**config.mk**
```make
export PLATFORM = sky130hd
export DESIGN_NAME = icache
export DESIGN_NICKNAME = d
export VERILOG_FILES = /design/src/rtl/icache.sv
export SDC_FILE = /design/constraint.sdc
export NUM_CORES = 2
export LEC_CHECK = 0
export BUFFER_PORTS_ARGS = -buffer_cell sky130_fd_sc_hd__buf_2
export CORE_MARGIN = 2
export CORE_UTILIZATION = 53
export CTS_BUF_LIST = sky130_fd_sc_hd__clkbuf_8
export DETAILED_ROUTE_END_ITERATION = 10
export PLACE_DENSITY_LB_ADDON = 0.05
export SYNTH_ARGS = -nofsm -noshare
export SYNTH_HDL_FRONTEND = slang
export SYNTH_SLANG_ARGS = --single-unit
```
**constraint.sdc**
```tcl
create_clock -name clk_in -period 8.3 [get_ports clk_in]
set_input_delay 0.83 -clock clk_in [delete_from_list [all_inputs] [get_ports clk_in]]
set_output_delay 0.83 -clock clk_in [all_outputs]
set_load 0.02 [all_outputs]
```
**src/rtl/icache.sv**
```systemverilog
// Direct-mapped, one-word-per-line instruction cache in front of the fetch queue.
// Misses refill byte-by-byte from the memory controller; flush aborts a refill.
module icache #(
    parameter int INDEX_BITS = 6
) (
    input  logic        clk_in,
    input  logic        rst_in,
    input  logic        rdy_in,
    input  logic        pc_valid_in,
    input  logic [31:0] pc_in,
    output logic        icache_ready_out,
    input  logic        if_full_in,
    input  logic        flush_in,
    output logic        icache_valid_out,
    output logic [31:0] icache_instr_out,
    output logic [31:0] icache_pc_out,
    output logic        mem_req_out,
    output logic [31:0] mem_addr_out,
    input  logic        mem_byte_valid_in,
    input  logic [7:0]  mem_byte_in
);
    localparam int LINES = 1 << INDEX_BITS;
    localparam int TAG_W = 30 - INDEX_BITS;

    // The response cycle after a refill is carried by the registered output
    // pulse, so the FSM is back in IDLE (and accepting) while it is shown.
    typedef enum logic {IDLE, FETCH} state_t;

    state_t            state_q, state_d;
    logic [1:0]        beat_q, beat_d;
    logic [29:0]       req_word_q, req_word_d;
    logic [31:0]       asm_q, asm_d;
    logic [LINES-1:0]  line_valid_q, line_valid_d;
    logic              valid_q, valid_d;
    logic [31:0]       instr_q, instr_d;
    logic [31:0]       pc_q, pc_d;

    logic [TAG_W-1:0]  tag_mem  [LINES];
    logic [31:0]       data_mem [LINES];

    logic [INDEX_BITS-1:0] req_idx, fill_idx;
    logic [TAG_W-1:0]      req_tag;
    logic                  hit, accept, fill_we;
    logic                  unused_pc_bits;

    assign unused_pc_bits   = ^pc_in[1:0];
    assign req_idx          = pc_in[INDEX_BITS+1:2];
    assign req_tag          = pc_in[31:INDEX_BITS+2];
    assign fill_idx         = req_word_q[INDEX_BITS-1:0];
    assign hit              = line_valid_q[req_idx] && (tag_mem[req_idx] == req_tag);
    assign icache_ready_out = (state_q == IDLE) && !if_full_in && !flush_in;
    assign accept           = pc_valid_in && icache_ready_out && rdy_in;

    // Beat never exceeds 3, so base + beat is just the beat in the low bits.
    assign mem_req_out      = (state_q == FETCH);
    assign mem_addr_out     = mem_req_out ? {req_word_q, beat_q} : 32'd0;
    assign icache_valid_out = valid_q;
    assign icache_instr_out = instr_q;
    assign icache_pc_out    = pc_q;

    always_comb begin
        state_d      = state_q;
        beat_d       = beat_q;
        req_word_d   = req_word_q;
        asm_d        = asm_q;
        line_valid_d = line_valid_q;
        valid_d      = valid_q;
        instr_d      = instr_q;
        pc_d         = pc_q;
        fill_we      = 1'b0;
        if (rdy_in) begin
            valid_d = 1'b0;
            if (flush_in) begin
                state_d = IDLE;
            end else begin
                case (state_q)
                    IDLE: begin
                        if (accept) begin
                            req_word_d = pc_in[31:2];
                            if (hit) begin
                                valid_d = 1'b1;
                                instr_d = data_mem[req_idx];
                                pc_d    = {pc_in[31:2], 2'b00};
                            end else begin
                                state_d = FETCH;
                                beat_d  = 2'd0;
                                asm_d   = 32'd0;
                            end
                        end
                    end
                    FETCH: begin
                        if (mem_byte_valid_in) begin
                            asm_d[{beat_q, 3'b000} +: 8] = mem_byte_in;
                            beat_d = beat_q + 2'd1;
                            if (beat_q == 2'd3) begin
                                fill_we                = 1'b1;
                                line_valid_d[fill_idx] = 1'b1;
                                state_d                = IDLE;
                                valid_d                = 1'b1;
                                instr_d                = asm_d;
                                pc_d                   = {req_word_q, 2'b00};
                            end
                        end
                    end
                    default: state_d = IDLE;
                endcase
            end
        end
    end

    always_ff @(posedge clk_in or posedge rst_in) begin
        if (rst_in) begin
            state_q      <= IDLE;
            beat_q       <= 2'd0;
            req_word_q   <= 30'd0;
            asm_q        <= 32'd0;
            line_valid_q <= '0;
            valid_q      <= 1'b0;
            instr_q      <= 32'd0;
            pc_q         <= 32'd0;
        end else begin
            state_q      <= state_d;
            beat_q       <= beat_d;
            req_word_q   <= req_word_d;
            asm_q        <= asm_d;
            line_valid_q <= line_valid_d;
            valid_q      <= valid_d;
            instr_q      <= instr_d;
            pc_q         <= pc_d;
        end
    end

    // Tag/data arrays need no reset: the valid bits gate every lookup.
    always_ff @(posedge clk_in) begin
        if (fill_we) begin
            tag_mem[fill_idx]  <= req_word_q[29:INDEX_BITS];
            data_mem[fill_idx] <= asm_d;
        end
    end
endmodule

```
==> metrics.md <==
| Metric | Value |
|---|---|
| Async SR Flop Fraction | around 5.1% |
| Final setup violation count | 0 |
| Global Route Usage Sum | a little under a third |
| CP max FO | 78 |
| PnR worst setup slack | about 2.9 ns |
| Total negative slack | 0 ns |
| H-Tree Depth | 6 |
| Netlist cell types | 82 |
| Layout cells sized above 1 | between 20 and 30% |
| Port Buffers | 141 |
| I/O Pins | about 150 |
| Gate Count Post-Synth | a little under 7k |
| Initial DRC Count | a little over 10k |
| Critical Path Start Type | input pin |
| Reg-to-reg critical path endpoint | data_mem[41][28] |
| Setup CP Type | input pin to flip-flop |
| Clock tree sinks | around 3.8k |
| Sequential area share after synthesis | between 70% and 80% |
| Largest net degree at the start of global routing | between 100 and 150 |
| Critical Path Start | pc_in[2] |
| Status | complete, no violations |
| R2r startpoint | mem_req_out |
| Capture point of the worst path | data_mem[2][14] |
| Synth cell count leaders | 3584 x edfxtp_1, 864 x mux4_2, 409 x mux2i_1 |
| Most numerous cell in the Yosys netlist | edfxtp_1 |
| Final hold violations | 0 |
| Max Cap Viol | 0 |
| Core Box Area | 276000 µm² |
| Synth top area cells | edfxtp_1 73%, mux4_2 13%, dfrtp_1 3.3% |
| Pre-CTS setup slack | around 1.7 ns |
| Initial Util | 53.1% |
| Reg2Reg Depth | 7 |
| CTS buffer count | 610 |
| EDFF count, synth | roughly 3.6k |
| Resized cells post-CTS | 0 |
| M1 WL | 174 mm |
| Critical-path cell list | buf_12 -> nor2b_1 -> buf_4 -> a22oi_1 -> nand3_1 -> nand4_1 -> or3_1 -> a221o_1 -> nor4_2 -> nand4_4 -> buf_12 -> a21oi_4 -> buf_12 |
| Top FF cell, synth | edfxtp_1 |
| Via count | around 76k |
| Syn Area/Cell | roughly 22 µm² |
| Rows | roughly 190 |
| Initial antenna violation count | 18 |
| Crit end category | flip-flop |
| Worst R2R Setup Slack | 3.11 ns |
| Detailed Routing Iterations Pass 1 | 6 |
| Pin slew with the least headroom to its limit | roughly 1.3 ns |
| CP dominant cell by count | buf_12 |
| Leakage power | roughly 57 nW |
| Die Y | approximately 530 µm |
| Hold Crit Class | input pin to flip-flop |
| # DRC | 0 |
| Final HPWL DP | approximately 230 mm |
| Minimum clock period | 5.43 ns |
| WL met3 | a little over 40 mm |
| Setup repair after global routing missed its margin | no |
| Rel. slew slack | between 10% and 20% |
| Clock skew | ~0.065 ns |
| Highest routed layer | met4 |
| Synth-to-Final Area Change | 12.4% |
| Vias per inst | about 6.6 |
| Met2 Routed Length | 208 mm |
| Synth Warn # | 0 |
| Max Root-Sink Buffers | 4 |
| Global-route wire length before repair | 599 mm |
| Antenna-violating nets left | 0 |
| CTS tree | yes |
| CTS Root Cell | clkbuf_8 |
| Clock transition at path regs | 0.06 ns |
| Routed WL | 436 mm |
| Chip Width | between 500 and 600 µm |
| Nets@finish | around 7.5k |
| Final period util | around 65% |
| Skew-Pair Late Insertion Delay | approximately 1.2 ns |
| Die area | roughly 280000 µm² |
| Arrival @ worst endpoint | between 6 and 7 ns |
| Top cell type by total area after synthesis | edfxtp_1 |
| Seq cells post-synth | about 3.8k |
| Post-synth top area share | 73.4% |
| GRT overflow | 0 |
| Worst EP required | 9.31 ns |
| Wire length per cell | approximately 38 µm |
| CP max stage cell | nor2b_1 |
| GPL Wtd Cong | around 0.85 |
| Slew Limit Fails | 0 |
| P per Cell Area | 234 nW/µm² |
| Max Fclk | 0.184 GHz |
| Peak supply drop | around 0.16 mV |
| CP peak stage delay | between 0.9 and 1 ns |
| Post-Syn Area | 147000 µm² |
| Number of global-route vias before repair | 75.2k |
sequential cells by signal, indices dropped and copies added (netlist names):
register and cells:
asm_q 32, icache_valid_out 1, tag_mem 1536, req_word_q 30, icache_instr_out 32, beat_q 2, icache_pc_out 30, line_valid_q 64
mem_req_out 1, data_mem 2048
where the power goes:
group | total, mW | internal [mW] | switching, mW
sequential | 21.7 | 21.4 | 0.244
clock | 14.7 | 7.33 | 7.33
combinational | 2.25 | 0.657 | 1.60
total | 38.6 | 29.4 | 9.17
layer usage:
metal,global-route usage (%),vias up
met5,0,-
met4,9.82,0
met3,5.70,694
met2,48.8,4145
met1,44.8,41500
li1,-,29800
repair_timing:
action	CTS	global route
hold buffers	27	0
setup endpoints to repair	0	0
endpoints found under the hold margin	109	0
setup buffers	0	0
area by class of cell:
| type | count | area [µm²] |
|---|---|---|
| Clock inverter | 445 | 2200 |
| Clock buffer | 635 | 8740 |
| Fill cell | 20100 | 111000 |
| Sequential cell | 3776 | 112000 |
| Antenna cell | 5 | 12.5 |
| Inverter | 50 | 204 |
| Tap cell | 3705 | 4640 |
| Multi-Input combinational cell | 2537 | 33000 |
| Timing Repair Buffer | 455 | 3490 |
worst min path at each step:
stage / from / end / cells after the start
2_1_floorplan: line_valid_q[12] / line_valid_q[12] / 1
3_3_place_gp: line_valid_q[5] / line_valid_q[5] / 1
6_report: flush_in / mem_req_out / 4
3_5_place_dp: line_valid_q[16] / line_valid_q[16] / 1
5_1_grt: flush_in / mem_req_out / 4
4_1_cts: flush_in / mem_req_out / 4
through the flow:
| stage | hold WS (ns) | std cells | utilization (%) | instance area [µm²] | total power [mW] |
|---|---|---|---|---|---|
| final | 0.110 | 11600 | 59.7 | 165000 | 38.6 |
| after global routing | 0.104 | 11600 | 59.7 | 165000 | 39.8 |
| after CTS | 0.0135 | 11600 | 59.7 | 165000 | 38.8 |
| after detailed placement | 0.449 | 10500 | 55.7 | 154000 | 24.3 |
| after global placement | 0.445 | 10500 | 55.7 | 154000 | 24.2 |
| after floorplan | 0.434 | 6744 | - | 147000 | 23.3 |
worst max-delay path: cells and delay by family:
family / cells / cell delay [ns]
compound gates: 3 / 1.24
buf+inv: 4 / 1.50
simple gates: 6 / 2.62
layout by cell type, fill, tap and decap left out, drive strengths merged, types with 9 or more instances in the layout:
| cell type | Yosys | routed |
|---|---|---|
| or3 | 10 | 10 |
| nor3 | 24 | 24 |
| buf | 207 | 428 |
| edfxtp | 3584 | 3584 |
| dlygate4sd3 | 0 | 27 |
| or2 | 66 | 66 |
| mux2 | 122 | 122 |
| clkinv | 1 | 158 |
| dfrtp | 192 | 192 |
| clkbuf | 174 | 635 |
| a221oi | 50 | 50 |
| nand3 | 69 | 69 |
| mux2i | 409 | 409 |
| a21oi | 65 | 65 |
| nor4 | 10 | 10 |
| a22o | 11 | 11 |
| o21ai | 88 | 88 |
| nand2 | 173 | 173 |
| clkinvlp | 0 | 15 |
| and3 | 13 | 13 |
| a21o | 31 | 31 |
| a32oi | 9 | 9 |
| nor2b | 20 | 20 |
| a22oi | 150 | 150 |
| nand4 | 20 | 20 |
| mux4 | 864 | 864 |
| o311ai | 33 | 33 |
| inv | 49 | 315 |
| nor2 | 106 | 106 |
| and2 | 42 | 42 |
| o22ai | 20 | 20 |
| xor2 | 9 | 9 |
cell families after synthesis:
logic type	count (synthesis)	synth area share, %
AOI/OAI and AO/OA	527	2.56
xor gates and xnor gates	11	0.0657
adders and majority gates	6	0.0512
buffers and inverters	431	1.39
DFF	3776	76.7
muxes	1395	17.2
other	1	0.00256
and+or+nand+nor	596	2.06
Power figures use the tool's default switching activity.
